$ cat config.mk
export PLATFORM = sky130hd
export DESIGN_NAME = lap_sequencer_flat
export DESIGN_NICKNAME = d
export VERILOG_FILES = /design/src/rtl/lap_seq_pkg.sv /design/src/rtl/lap_sequencer_if.sv /design/src/rtl/lap_ram.sv /design/src/rtl/lap_sequencer.sv /design/src/flat_wrapper.sv
export SDC_FILE = /design/constraint.sdc
export NUM_CORES = 1
export LEC_CHECK = 0
export CORE_UTILIZATION = 30
export DETAILED_ROUTE_END_ITERATION = 12
export SYNTH_ARGS = -nofsm -noshare
export SYNTH_HDL_FRONTEND = slang
export SYNTH_SLANG_ARGS = --single-unit
$ cat constraint.sdc
create_clock -name clk -period 5 [get_ports clk]
set_input_delay 0.75 -clock clk [delete_from_list [all_inputs] [get_ports clk]]
set_output_delay 0.75 -clock clk [all_outputs]
set_load 0.01 [all_outputs]
$ cat src/rtl/lap_seq_pkg.sv
// lap_seq_pkg: shared FSM state and command types for lap_sequencer.
// cmd_decode folds the three buttons into one command, stop > start > lap.
package lap_seq_pkg;

  typedef enum logic [1:0] {
    S_IDLE,
    S_RUN,
    S_PAUSE,
    S_REVIEW
  } state_e;

  typedef enum logic [1:0] {
    CMD_NONE,
    CMD_STOP,
    CMD_START,
    CMD_LAP
  } cmd_e;

  function automatic cmd_e cmd_decode(
    input logic stop,
    input logic start,
    input logic lap
  );
    cmd_e c;
    priority case (1'b1)
      stop:    c = CMD_STOP;
      start:   c = CMD_START;
      lap:     c = CMD_LAP;
      default: c = CMD_NONE;
    endcase
    return c;
  endfunction

endpackage

$ cat src/rtl/lap_sequencer_if.sv
// lap_sequencer_if: button/time inputs and run/hold/clear/display outputs.
// master drives buttons and time_val; slave (the sequencer) drives the rest.
interface lap_sequencer_if #(
  parameter int DEPTH  = 16,
  parameter int DATA_W = 8
);
  localparam int AW = $clog2(DEPTH);

  logic              btn_start;
  logic              btn_lap;
  logic              btn_stop;
  logic [DATA_W-1:0] time_val;
  logic              run;
  logic              hold;
  logic              clear;
  logic [DATA_W-1:0] disp_val;
  logic [AW-1:0]     disp_idx;
  logic [AW:0]       lap_cnt;
  logic              full;
  logic              ovf;

  modport master (
    output btn_start, btn_lap, btn_stop, time_val,
    input  run, hold, clear, disp_val, disp_idx,
    input  lap_cnt, full, ovf
  );

  modport slave (
    input  btn_start, btn_lap, btn_stop, time_val,
    output run, hold, clear, disp_val, disp_idx,
    output lap_cnt, full, ovf
  );

endinterface

$ cat src/rtl/lap_ram.sv
// lap_ram: DEPTH x DATA_W lap storage, sync write, registered read.
// Ports: clk, we/wr_addr/wr_data, re/rd_addr/rd_data. No reset on contents.
module lap_ram #(
  parameter int DEPTH  = 16,
  parameter int DATA_W = 8
) (
  input  logic                     clk,
  input  logic                     we,
  input  logic [$clog2(DEPTH)-1:0] wr_addr,
  input  logic [DATA_W-1:0]        wr_data,
  input  logic                     re,
  input  logic [$clog2(DEPTH)-1:0] rd_addr,
  output logic [DATA_W-1:0]        rd_data
);

  logic [DATA_W-1:0] mem [DEPTH];

  always_ff @(posedge clk) begin
    if (we) mem[wr_addr] <= wr_data;
    if (re) rd_data <= mem[rd_addr];
  end

endmodule

$ cat src/rtl/lap_sequencer.sv
// lap_sequencer: stopwatch lap capture and timed review playback.
// Ports: clk, rst (async, active-low), bus (lap_sequencer_if.slave).
// Option: LAP_SEQ_AUTOSTOP_EN moves RUN to REVIEW on the filling lap.
module lap_sequencer #(
  parameter int DEPTH       = 16,
  parameter int DATA_W      = 8,
  parameter int PLAY_CYCLES = 50_000_000
) (
  input logic            clk,
  input logic            rst,
  lap_sequencer_if.slave bus
);
  import lap_seq_pkg::*;

  localparam int AW   = $clog2(DEPTH);
  localparam int DW_W = (PLAY_CYCLES > 1) ? $clog2(PLAY_CYCLES) : 1;
  localparam logic [AW:0]     CNT_FULL   = (AW+1)'(DEPTH);
  localparam logic [AW:0]     CNT_LAST   = (AW+1)'(DEPTH - 1);
  localparam logic [DW_W-1:0] DWELL_LAST = DW_W'(PLAY_CYCLES - 1);

  state_e            state_q, state_d;
  cmd_e              cmd;
  logic [AW-1:0]     wr_ptr, rd_ptr, disp_idx_q;
  logic [AW:0]       lap_cnt_q;
  logic [DW_W-1:0]   dwell_q;
  logic              ovf_q, clear_q, shown_q;
  logic              full;
  logic              lap_we, ovf_set, laps_clr, start_clr;
  logic              rev_enter, rd_en;
  state_e            stop_dst;
  logic [DATA_W-1:0] rd_data;

  assign cmd      = cmd_decode(bus.btn_stop, bus.btn_start, bus.btn_lap);
  assign full     = (lap_cnt_q == CNT_FULL);
  assign stop_dst = (lap_cnt_q != '0) ? S_REVIEW : S_IDLE;

  always_ff @(posedge clk or negedge rst) begin
    if (!rst) state_q <= S_IDLE;
    else      state_q <= state_d;
  end

  always_comb begin
    state_d   = state_q;
    lap_we    = 1'b0;
    ovf_set   = 1'b0;
    laps_clr  = 1'b0;
    start_clr = 1'b0;
    unique case (state_q)
      S_IDLE: begin
        if (cmd == CMD_START) begin
          state_d   = S_RUN;
          start_clr = 1'b1;
          laps_clr  = 1'b1;
        end
      end
      S_RUN: begin
        unique case (cmd)
          CMD_STOP:  state_d = stop_dst;
          CMD_START: state_d = S_PAUSE;
          CMD_LAP: begin
            if (full) begin
              ovf_set = 1'b1;
            end else begin
              lap_we = 1'b1;
`ifdef LAP_SEQ_AUTOSTOP_EN
              if (lap_cnt_q == CNT_LAST) state_d = S_REVIEW;
`else
              state_d = S_RUN;
`endif
            end
          end
          default: state_d = S_RUN;
        endcase
      end
      S_PAUSE: begin
        unique case (cmd)
          CMD_STOP:  state_d = stop_dst;
          CMD_START: state_d = S_RUN;
          default:   state_d = S_PAUSE;
        endcase
      end
      S_REVIEW: begin
        if (cmd == CMD_STOP) begin
          state_d  = S_IDLE;
          laps_clr = 1'b1;
        end
      end
      default: state_d = S_IDLE;
    endcase
  end

  assign rev_enter = (state_d == S_REVIEW) && (state_q != S_REVIEW);
  assign rd_en     = (state_q == S_REVIEW);

  always_ff @(posedge clk or negedge rst) begin
    if (!rst) begin
      wr_ptr     <= '0;
      rd_ptr     <= '0;
      lap_cnt_q  <= '0;
      dwell_q    <= '0;
      ovf_q      <= 1'b0;
      clear_q    <= 1'b0;
      shown_q    <= 1'b0;
      disp_idx_q <= '0;
    end else begin
      clear_q <= start_clr;
      if (laps_clr) begin
        wr_ptr    <= '0;
        lap_cnt_q <= '0;
      end else if (lap_we) begin
        wr_ptr    <= wr_ptr + 1'b1;
        lap_cnt_q <= lap_cnt_q + 1'b1;
      end
      if (start_clr)    ovf_q <= 1'b0;
      else if (ovf_set) ovf_q <= 1'b1;
      if (rev_enter) begin
        rd_ptr  <= '0;
        dwell_q <= '0;
      end else if (rd_en) begin
        if (dwell_q == DWELL_LAST) begin
          dwell_q <= '0;
          // wrap at the last stored lap, not at DEPTH-1
          if (({1'b0, rd_ptr} + 1'b1) == lap_cnt_q) rd_ptr <= '0;
          else rd_ptr <= rd_ptr + 1'b1;
        end else begin
          dwell_q <= dwell_q + 1'b1;
        end
      end
      // index follows the read so it lines up with rd_data
      if (rd_en) begin
        disp_idx_q <= rd_ptr;
        shown_q    <= 1'b1;
      end
    end
  end

  lap_ram #(
    .DEPTH  (DEPTH),
    .DATA_W (DATA_W)
  ) u_ram (
    .clk     (clk),
    .we      (lap_we),
    .wr_addr (wr_ptr),
    .wr_data (bus.time_val),
    .re      (rd_en),
    .rd_addr (rd_ptr),
    .rd_data (rd_data)
  );

  // RAM output is unreset, so mask it until a read has happened
  assign bus.disp_val = shown_q ? rd_data : '0;
  assign bus.disp_idx = disp_idx_q;
  assign bus.run      = (state_q == S_RUN);
  assign bus.hold     = (state_q == S_PAUSE);
  assign bus.clear    = clear_q;
  assign bus.lap_cnt  = lap_cnt_q;
  assign bus.full     = full;
  assign bus.ovf      = ovf_q;

endmodule

$ cat src/flat_wrapper.sv
// flat-port wrapper written by rule: the top's interface ports become plain ports
module lap_sequencer_flat import lap_seq_pkg::*;
#(
  parameter int DEPTH       = 16,
  parameter int DATA_W      = 8,
  parameter int PLAY_CYCLES = 50_000_000
)
  (clk, rst, bus_btn_start, bus_btn_lap, bus_btn_stop, bus_time_val, bus_run, bus_hold, bus_clear, bus_disp_val, bus_disp_idx, bus_lap_cnt, bus_full, bus_ovf);
  lap_sequencer_if #(.DEPTH(DEPTH), .DATA_W(DATA_W)) bus_i ();
  input logic clk;
  input logic rst;
  input wire logic [$bits(bus_i.btn_start)-1:0] bus_btn_start;
  input wire logic [$bits(bus_i.btn_lap)-1:0] bus_btn_lap;
  input wire logic [$bits(bus_i.btn_stop)-1:0] bus_btn_stop;
  input wire logic [$bits(bus_i.time_val)-1:0] bus_time_val;
  output wire logic [$bits(bus_i.run)-1:0] bus_run;
  output wire logic [$bits(bus_i.hold)-1:0] bus_hold;
  output wire logic [$bits(bus_i.clear)-1:0] bus_clear;
  output wire logic [$bits(bus_i.disp_val)-1:0] bus_disp_val;
  output wire logic [$bits(bus_i.disp_idx)-1:0] bus_disp_idx;
  output wire logic [$bits(bus_i.lap_cnt)-1:0] bus_lap_cnt;
  output wire logic [$bits(bus_i.full)-1:0] bus_full;
  output wire logic [$bits(bus_i.ovf)-1:0] bus_ovf;
  assign bus_i.btn_start = bus_btn_start;
  assign bus_i.btn_lap = bus_btn_lap;
  assign bus_i.btn_stop = bus_btn_stop;
  assign bus_i.time_val = bus_time_val;
  assign bus_run = bus_i.run;
  assign bus_hold = bus_i.hold;
  assign bus_clear = bus_i.clear;
  assign bus_disp_val = bus_i.disp_val;
  assign bus_disp_idx = bus_i.disp_idx;
  assign bus_lap_cnt = bus_i.lap_cnt;
  assign bus_full = bus_i.full;
  assign bus_ovf = bus_i.ovf;
  lap_sequencer #(.DEPTH(DEPTH), .DATA_W(DATA_W), .PLAY_CYCLES(PLAY_CYCLES)) u_core (.clk(clk), .rst(rst), .bus(bus_i));
endmodule
==> impl_metrics.py, run 1 <==
metrics = {
    "sta": {
        "rsz0062_at_grt": "no",
        "slew_headroom_pct": 12.3,
        "timing.hold.ws_ns": 0.418,
        "finalSetupViolCount": 0,
        "setup_ws_ns": 1.27,
        "timing.fmax_ghz": 0.268,
        "tns_ns": 0,
        "post-route-period-util_pct": 74.6,
        "hold_violations": 0,
        "fin_skew_ns": 0.0108,
        "fin_crit_ns": 3.73,
        "slew_violations": 0,
        "worst-slew-pin-transition_ns": 1.30,
    },
    "synth": {
        "yosysTopAreaCellShare_pct": 49.0,
        "yosysWarnings": 0,
        "syn-mean-instance-area_um2": 13.7,
        "syn_inst": 610,
        "syn_nets": 640,
        "yosysSeqAreaShare_pct": 63.4,
        "synth_cell_types": 58,
        "yosys-top-cells-area": "edfxtp_1 (49%), dfrtp_1 (14%), mux4_2 (4.3%)",
        "synth_area_um2": 8330,
        "yosysTopAreaCell": "edfxtp_1",
        "synth_edf_count": 136,
        "synth.ff_latch_count": 184,
        "async_flop_share_pct": 26.1,
        "synthFlopType": "edfxtp_1",
    },
    "detailed_routing": {
        "drc": 0,
        "wire_per_inst_um": 17.2,
        "ant_nets": 0,
        "vias": 4964,
        "drt-initial-drc-count": 320,
        "wl_mm": 17.6,
        "first_pass_iters": 5,
        "routed_via_density": 4.84,
    },
    "global_routing": {
        "grt_use_total_pct": 12.9,
        "grt_pass1_wl_mm": 27.9,
        "antenna_found_initial": 0,
        "grt_max_degree": 49,
        "grt-ovfl-total": 0,
        "first_global_vias": 4816,
    },
    "layout": {
        "drive_gt1_share_pct": 12.2,
        "syn2layout_area_growth_pct": 15.7,
        "multiInputGateArea_um2": 2850,
        "fillers": 2570,
        "nNetsFinal": 671,
        "stdcell_count": 1026,
        "num_antenna_cells": 0,
        "area.sequential_um2": 5290,
        "post-route-util_pct": 35.6,
        "finalInstanceArea_um2": 9640,
    },
    "setup_path": {
        "cp.arrival_ns": 2.98,
        "path_class": "reg2out",
        "crit_fanout": 8,
        "cp.required_ns": 4.25,
        "cp-end-kind": "output port",
        "critPathLaunchType": "register",
    },
    "worst_hold_path": {
        "worstHoldPathType": "in2async",
    },
    "cts": {
        "ctsHoldBuffers": 0,
        "cts_buffer_depth": 2,
        "cts.htree.levels": 4,
        "cts_resized": 0,
        "post_cts_buffers": 0,
        "root_buffer": "clkbuf_16",
        "cts.clk_slew.worst_paths_ns": 0.07,
        "clk_latency_ns": 0.43,
        "cts_sinks": 184,
        "cts_made_buffers": 17,
        "cts_tree": "done",
    },
    "floorplanning": {
        "core_area_um2": 27100,
        "io_pins": 35,
        "initial_core_util_pct": 30.7,
        "die_y_um": 169,
        "fp.dieW_um": 169,
        "die-area_um2": 28400,
        "row_count": 60,
    },
    "place": {
        "dp_hpwl_mm": 11.3,
        "post-place-ws_ns": 1.25,
        "gp_congestion": 0.773,
        "dp_cells": 994,
        "port_buffers": 34,
        "postPlaceCellArea_um2": 9040,
    },
    "outcome": {
        "status": "finished clean",
    },
    "pwr": {
        "power_mw": 3.94,
        "power.density_nw_per_um2": 409,
        "ir_drop_mv": 0.254,
        "p_leak_nw": 3.42,
    },
    "flow_run": {
        "cap_violations": 0,
    },
}
## cells in the final DEF (no fill, tap or decap), types with 10 or more instances in the layout
cell	synthesis	final
edfxtp_1	136	136
dfrtp_1	48	47
nand2_1	40	40
clkdlybuf4s50_1	0	33
nor2_1	30	30
mux2i_1	30	30
o21ai_0	26	26
and2_1	24	24
a21o_1	19	19
a21oi_1	18	18
ha_1	17	17
clkbuf_16	0	17
mux4_2	16	16
inv_1	14	14
o22ai_1	12	12
nor3_1	12	12
mux2_2	11	11
nand3_1	11	11
nand4_1	10	10
## Yosys cell counts, types with 14 or more instances
master,number
nor2_1,30
mux4_2,16
nand2_1,40
a21o_1,19
mux2i_1,30
inv_1,14
and2_1,24
o21ai_0,26
edfxtp_1,136
a21oi_1,18
dfrtp_1,48
ha_1,17
## critical path, stage by stage, from the launching register on
cell and delay, ns:
dfrtp_1 0.49, inv_1 0.10, ha_1 0.16, nor4bb_1 1.08, clkdlybuf4s50_1 0.72
## layout make-up
cell class	count	area share, %
timing repair buffer	41	4.02
clock inverter	13	1.67
clock buffer	19	4.49
inverter	14	0.545
multi-input combinational	383	29.6
tap	372	4.83
sequential	184	54.9
## per-layer routing
layer	GRT usage, %	part of all wire (%)	up-vias
li1	-	-	2385
met3	2.22	3.5	13
met2	21.1	49	90
met1	17.5	47	2476
met4	4.07	1.2	0
met5	0	0	-
## registers in the layout, indices dropped and copies added (netlist names)
name / flops
u_core.bus.clear: 1
u_core.bus.disp_idx: 4
u_core.bus.lap_cnt: 5
u_core.bus.ovf: 1
u_core.dwell_q: 26
u_core.rd_ptr: 4
u_core.shown_q: 1
u_core.state_q: 2
u_core.u_ram.mem: 128
u_core.u_ram.rd_data: 8
u_core.wr_ptr: 4
## cell families after synthesis
kind of cell    count (synthesis)  share of synthesized area (%)
compound gates                118                           9.37
xor+xnor                       12                           1.26
fa+ha+maj                      17                           2.55
buf+inv                        43                           2.36
flops                         184                           63.4
mux                            57                           9.42
simple gates                  179                           11.6
## report_power, final
part	internal, mW	switching [mW]
clock	0.755	0.599
combinational	0.340	0.406
sequential	1.72	0.118
total	2.82	1.12
## worst paths after layout
path	startpoint	to	slack, ns	cells past startpoint
worst max register to register	u_core.bus.lap_cnt[0]$_DFFE_PN0P_	u_core.rd_ptr[3]$_DFFE_PN0P_	1.37	8
worst min register to register	u_core.dwell_q[13]$_DFFE_PN0P_	u_core.dwell_q[13]$_DFFE_PN0P_	0.51	1
worst min-delay path	rst	u_core.dwell_q[18]$_DFFE_PN0P_	0.42	2
min in group clk	u_core.dwell_q[13]$_DFFE_PN0P_	u_core.dwell_q[13]$_DFFE_PN0P_	0.51	1
max in group asynchronous	rst	u_core.rd_ptr[0]$_DFFE_PN0P_	4.12	2
worst max-delay path	u_core.bus.lap_cnt[0]$_DFFE_PN0P_	bus_full	1.27	4
(Power assumes the default switching activity.)
==> run 2: changes to the inputs <==
==> constraint.sdc (replaced) <==
create_clock -name clk -period 3.2 [get_ports clk]
set_input_delay 0.48 -clock clk [delete_from_list [all_inputs] [get_ports clk]]
set_output_delay 0.48 -clock clk [all_outputs]
set_load 0.01 [all_outputs]
==> run 2 against run 1 <==
Compared with the run above: sequential power up 54%; clock power up 51%; core utilization up 0.46 points; non-clock buffer count up 15; critical path type unchanged; largest cell class unchanged; highest routed layer unchanged.
==> impl_metrics.py, run 2 (same netlist as run 1, synthesis figures left out) <==
metrics = {
    "floorplanning": {
        "die_y_um": 169,
        "core_area_um2": 27100,
        "initial_core_util_pct": 30.7,
        "die-area_um2": 28400,
        "io_pins": 35,
        "fp.dieW_um": 169,
        "row_count": 60,
    },
    "sta": {
        "slew_headroom_pct": 43.4,
        "rsz0062_at_grt": "no",
        "finalSetupViolCount": 0,
        "post-route-period-util_pct": 83.9,
        "timing.hold.ws_ns": 0.125,
        "hold_violations": 0,
        "setup_ws_ns": 0.514,
        "tns_ns": 0,
        "worst-slew-pin-transition_ns": 0.849,
        "timing.fmax_ghz": 0.372,
        "fin_skew_ns": 0.0143,
        "slew_violations": 0,
        "fin_crit_ns": 2.69,
    },
    "cts": {
        "root_buffer": "clkbuf_16",
        "cts_made_buffers": 17,
        "clk_latency_ns": 0.44,
        "post_cts_buffers": 0,
        "cts_buffer_depth": 2,
        "cts_resized": 0,
        "cts_tree": "done",
        "cts.clk_slew.worst_paths_ns": 0.07,
        "cts.htree.levels": 4,
        "ctsHoldBuffers": 0,
        "cts_sinks": 184,
    },
    "layout": {
        "largest_reg_flops": 128,
        "final_cell_mix": "edfxtp_1 (136), dfrtp_1 (47), nand2_1 (40)",
        "drive_gt1_share_pct": 14.2,
        "num_antenna_cells": 0,
        "top_regs": "u_core.u_ram.mem: 128 flops, u_core.dwell_q: 26 flops, u_core.u_ram.rd_data: 8 flops",
        "final_common_cell": "edfxtp_1",
        "stdcell_count": 1041,
        "largest_register": "u_core.u_ram.mem",
        "syn2layout_area_growth_pct": 17.2,
        "nNetsFinal": 686,
    },
    "global_routing": {
        "antenna_found_initial": 0,
        "use_met1_pct": 17.2,
        "grt_max_degree": 50,
        "top_usage_layer": "met2",
        "grt_pass1_wl_mm": 28.4,
        "grt-ovfl-total": 0,
        "first_global_vias": 5100,
        "met3_usage_pct": 2.13,
        "use_met2_pct": 21.0,
        "grt_use_total_pct": 13.1,
    },
    "detailed_routing": {
        "vias": 5070,
        "wire_per_inst_um": 16.9,
        "wl_mm": 17.6,
        "ant_nets": 0,
        "routed_via_density": 4.87,
        "drc": 0,
        "first_pass_iters": 5,
        "drt-initial-drc-count": 408,
    },
    "setup_path": {
        "r2r_slack_ns": 0.57,
        "cp-end-kind": "output port",
        "cp.required_ns": 2.72,
        "cp.arrival_ns": 2.21,
        "path_class": "reg2out",
        "critPathLaunchType": "register",
        "crit_fanout": 8,
    },
    "place": {
        "dp_cells": 1009,
        "post-place-ws_ns": 0.168,
        "port_buffers": 34,
        "gp_congestion": 0.769,
        "dp_hpwl_mm": 11.7,
    },
    "pwr": {
        "p_leak_nw": 3.49,
        "power.density_nw_per_um2": 629,
        "ir_drop_mv": 0.361,
    },
    "worst_hold_path": {
        "worstHoldPathType": "in2async",
    },
    "outcome": {
        "status": "finished clean",
    },
    "flow_run": {
        "cap_violations": 0,
    },
}
-- run 2: where the power goes --
group / total (mW) / internal [mW] / switching [mW]
Combinational: 1.27 / 0.571 / 0.697
Clock: 2.04 / 1.04 / 0.996
Sequential: 2.83 / 2.69 / 0.141
Total: 6.14 / 4.30 / 1.83
-- run 2: critical path, stage by stage (launching register included) --
cell	delay, ns
dfrtp_1	0.49
inv_1	0.10
ha_1	0.16
nor4bb_1	0.27
buf_4	0.21
clkdlybuf4s50_1	0.54
-- run 2: metrics by stage --
stage / utilization [%] / power (mW) / area, µm²
floorplan: - / 3.65 / 8330
global placement: 33.9 / 4.14 / 9180
detailed placement: 33.9 / 4.16 / 9180
CTS: 36.0 / 6.19 / 9760
global route: 36.0 / 6.42 / 9760
finish: 36.0 / 6.14 / 9760
-- run 2: worst paths after layout --
check,start,end,depth (start not counted)
max reg2reg,u_core.dwell_q[18]$_DFFE_PN0P_,u_core.dwell_q[17]$_DFFE_PN0P_,6
min,rst,u_core.dwell_q[12]$_DFFE_PN0P_,1
min reg2reg,u_core.bus.disp_idx[2]$_DFFE_PN0P_,u_core.bus.disp_idx[2]$_DFFE_PN0P_,1
max in group asynchronous,rst,u_core.bus.disp_idx[0]$_DFFE_PN0P_,2
max,u_core.bus.lap_cnt[0]$_DFFE_PN0P_,bus_full,5
min in group clk,u_core.bus.disp_idx[2]$_DFFE_PN0P_,u_core.bus.disp_idx[2]$_DFFE_PN0P_,1
-- run 2: area by class of cell --
type,instances,area (µm²)
Sequential cell,184,5290
Timing Repair Buffer,56,526
Inverter,14,52.6
Clock inverter,14,153
Tap cell,372,465
Fill cell,2610,17300
Multi-Input combinational cell,383,2850
Clock buffer,18,429
-- run 2: layer usage --
metal / share of wire, % / routed length [µm]
met5: 0 / 0
met4: 2.6 / 461
met3: 3.8 / 663
met2: 48 / 8400
met1: 46 / 8030
==> run 3: changes to the inputs <==
==> constraint.sdc (replaced) <==
create_clock -name clk -period 2.2 [get_ports clk]
set_input_delay 0.33 -clock clk [delete_from_list [all_inputs] [get_ports clk]]
set_output_delay 0.33 -clock clk [all_outputs]
set_load 0.01 [all_outputs]
==> run 3 against run 2 <==
Compared with the run above: the run now ends with negative setup slack left; core utilization grew 4.5 points; combinational power grew 130%; largest cell class unchanged; clock skew shrank 0.0018 ns; clock-buffer cell count is the same; register-to-register slack lost 0.69 ns; via count grew 6.8%; sequential cell count is the same; global-route usage grew 0.67 points; critical path depth grew 8; critical endpoint is now u_core.dwell_q[16]$_DFFE_PN0P_; power grew 63%; setup slack lost 0.64 ns.
==> impl_metrics.py, run 3 (same netlist as run 1, synthesis figures left out) <==
metrics = {
    "flow_run": {
        "cap_violations": 0,
    },
    "detailed_routing": {
        "drt-initial-drc-count": 350,
        "wire_per_inst_um": 17.4,
        "ant_nets": 0,
        "vias": 5416,
        "wl_mm": 19.4,
        "routed_via_density": 4.85,
        "first_pass_iters": 4,
        "drc": 0,
    },
    "sta": {
        "timing.fmax_ghz": 0.430,
        "finalSetupViolCount": 23,
        "post-route-period-util_pct": 106,
        "tns_ns": -1.34,
        "fin_crit_ns": 2.32,
        "rsz0062_at_grt": "yes",
        "timing.hold.ws_ns": 0.451,
        "worst-slew-pin-transition_ns": 0.733,
        "setup_ws_ns": -0.125,
        "fin_skew_ns": 0.0125,
        "hold_violations": 0,
        "slew_headroom_pct": 51.0,
        "slew_violations": 0,
    },
    "layout": {
        "top_regs": "u_core.u_ram.mem: 128 flops, u_core.dwell_q: 26 flops, u_core.u_ram.rd_data: 8 flops",
        "largest_reg_flops": 128,
        "largest_register": "u_core.u_ram.mem",
        "fillers": 2481,
        "drive_gt1_share_pct": 30.2,
        "final_common_cell": "edfxtp_1",
        "num_antenna_cells": 0,
        "nNetsFinal": 762,
        "final_cell_mix": "edfxtp_1 (136), buf_4 (68), dfrtp_1 (44)",
        "syn2layout_area_growth_pct": 31.8,
    },
    "global_routing": {
        "grt-ovfl-total": 0,
        "grt_pass1_wl_mm": 29.9,
        "first_global_vias": 5344,
        "antenna_found_initial": 0,
        "grt_use_total_pct": 13.8,
        "grt_max_degree": 35,
    },
    "setup_path": {
        "crit_slowest_cell": "dfrtp_2",
        "cp-end-kind": "register",
        "crit_buf_inv": 6,
        "critPathMostFrequentCell": "buf_6",
        "cp.required_ns": 2.53,
        "rr_worst_depth": 13,
        "crit_fanout": 6,
        "cp.depth": 13,
        "crit_chain": "inv_2, ha_4, nor4bb_4, buf_4, buf_6, a22oi_2, a41oi_2, o21a_4, buf_6, buf_16, buf_8, o22ai_1, a21o_1",
        "crit_family": "compound AO/OA/AOI/OAI gates",
        "cp.arrival_ns": 2.65,
        "max_stage_delay_ns": 0.41,
        "path_class": "reg2reg",
        "critPathLaunchType": "register",
    },
    "outcome": {
        "violations": "negative setup slack",
        "status": "complete, but fails checks",
    },
    "floorplanning": {
        "die_y_um": 169,
        "row_count": 60,
        "die-area_um2": 28400,
        "fp.dieW_um": 169,
        "initial_core_util_pct": 30.7,
        "core_area_um2": 27100,
        "io_pins": 35,
    },
    "cts": {
        "cts_sinks": 184,
        "cts.htree.levels": 4,
        "root_buffer": "clkbuf_16",
        "cts_made_buffers": 17,
        "clk_latency_ns": 0.44,
        "cts_buffer_depth": 2,
        "cts_tree": "done",
        "cts.clk_slew.worst_paths_ns": 0.08,
    },
    "place": {
        "dp_hpwl_mm": 12.2,
        "gp_congestion": 0.793,
        "port_buffers": 34,
    },
    "worst_hold_path": {
        "worstHoldPathType": "in2async",
    },
    "pwr": {
        "p_leak_nw": 4.05,
        "power.density_nw_per_um2": 912,
        "ir_drop_mv": 0.569,
    },
}
[run 3: through the flow]
step	total power [mW]	utilization (%)	instances	setup WS, ns	area (µm²)
6_report	10.0	40.5	1117	-0.125	11000
3_5_place_dp	6.30	36.0	1064	-0.612	9760
5_1_grt	10.5	40.5	1117	-0.211	11000
2_1_floorplan	5.32	-	610	0.0123	8330
4_1_cts	9.64	39.1	1105	-0.0705	10600
3_3_place_gp	6.28	36.0	1064	-0.557	9760
[run 3: final cells by class]
cell class | instances | area (µm²) | area share (%)
tap | 372 | 465 | 4.24
multi-input combinational | 383 | 3160 | 28.8
sequential | 184 | 5290 | 48.2
clock buffer | 18 | 429 | 3.91
inverter | 14 | 55.1 | 0.501
clock inverter | 14 | 174 | 1.58
timing repair buffer | 132 | 1400 | 12.8
[run 3: routing by layer]
metal / track usage (%) / wire length, µm / vias up
met1: 18.9 / 8970 / 2731
met5: 0 / 0 / -
met3: 2.22 / 531 / 20
met2: 22.4 / 9660 / 88
met4: 4.23 / 264 / 0
li1: - / - / 2577
[run 3: final timing paths]
check / slack, ns / end / from
worst max-delay path: -0.12 / u_core.dwell_q[16]$_DFFE_PN0P_ / u_core.bus.lap_cnt[0]$_DFFE_PN0P_
worst min-delay path: 0.45 / u_core.dwell_q[0]$_DFFE_PN0P_ / rst
worst max register to register: -0.12 / u_core.dwell_q[16]$_DFFE_PN0P_ / u_core.bus.lap_cnt[0]$_DFFE_PN0P_
worst min register to register: 0.51 / u_core.bus.disp_idx[2]$_DFFE_PN0P_ / u_core.bus.disp_idx[2]$_DFFE_PN0P_
max in group asynchronous: 1.10 / u_core.rd_ptr[0]$_DFFE_PN0P_ / rst
min in group clk: 0.51 / u_core.bus.disp_idx[2]$_DFFE_PN0P_ / u_core.bus.disp_idx[2]$_DFFE_PN0P_
[run 3: power by group]
group	internal, mW	switching (mW)
sequential	3.92	0.168
clock	1.54	1.49
combinational	1.51	1.40
total	6.96	3.05
[run 3: what timing repair did]
item                       4_1_cts  5_1_grt
pin swaps                        7       24
setup endpoints to repair       99      161
buffers inserted                 5       10
hold buffers                     1        0
resized for setup               20       75
gates cloned                     3        2
hold endpoints to repair        24        0
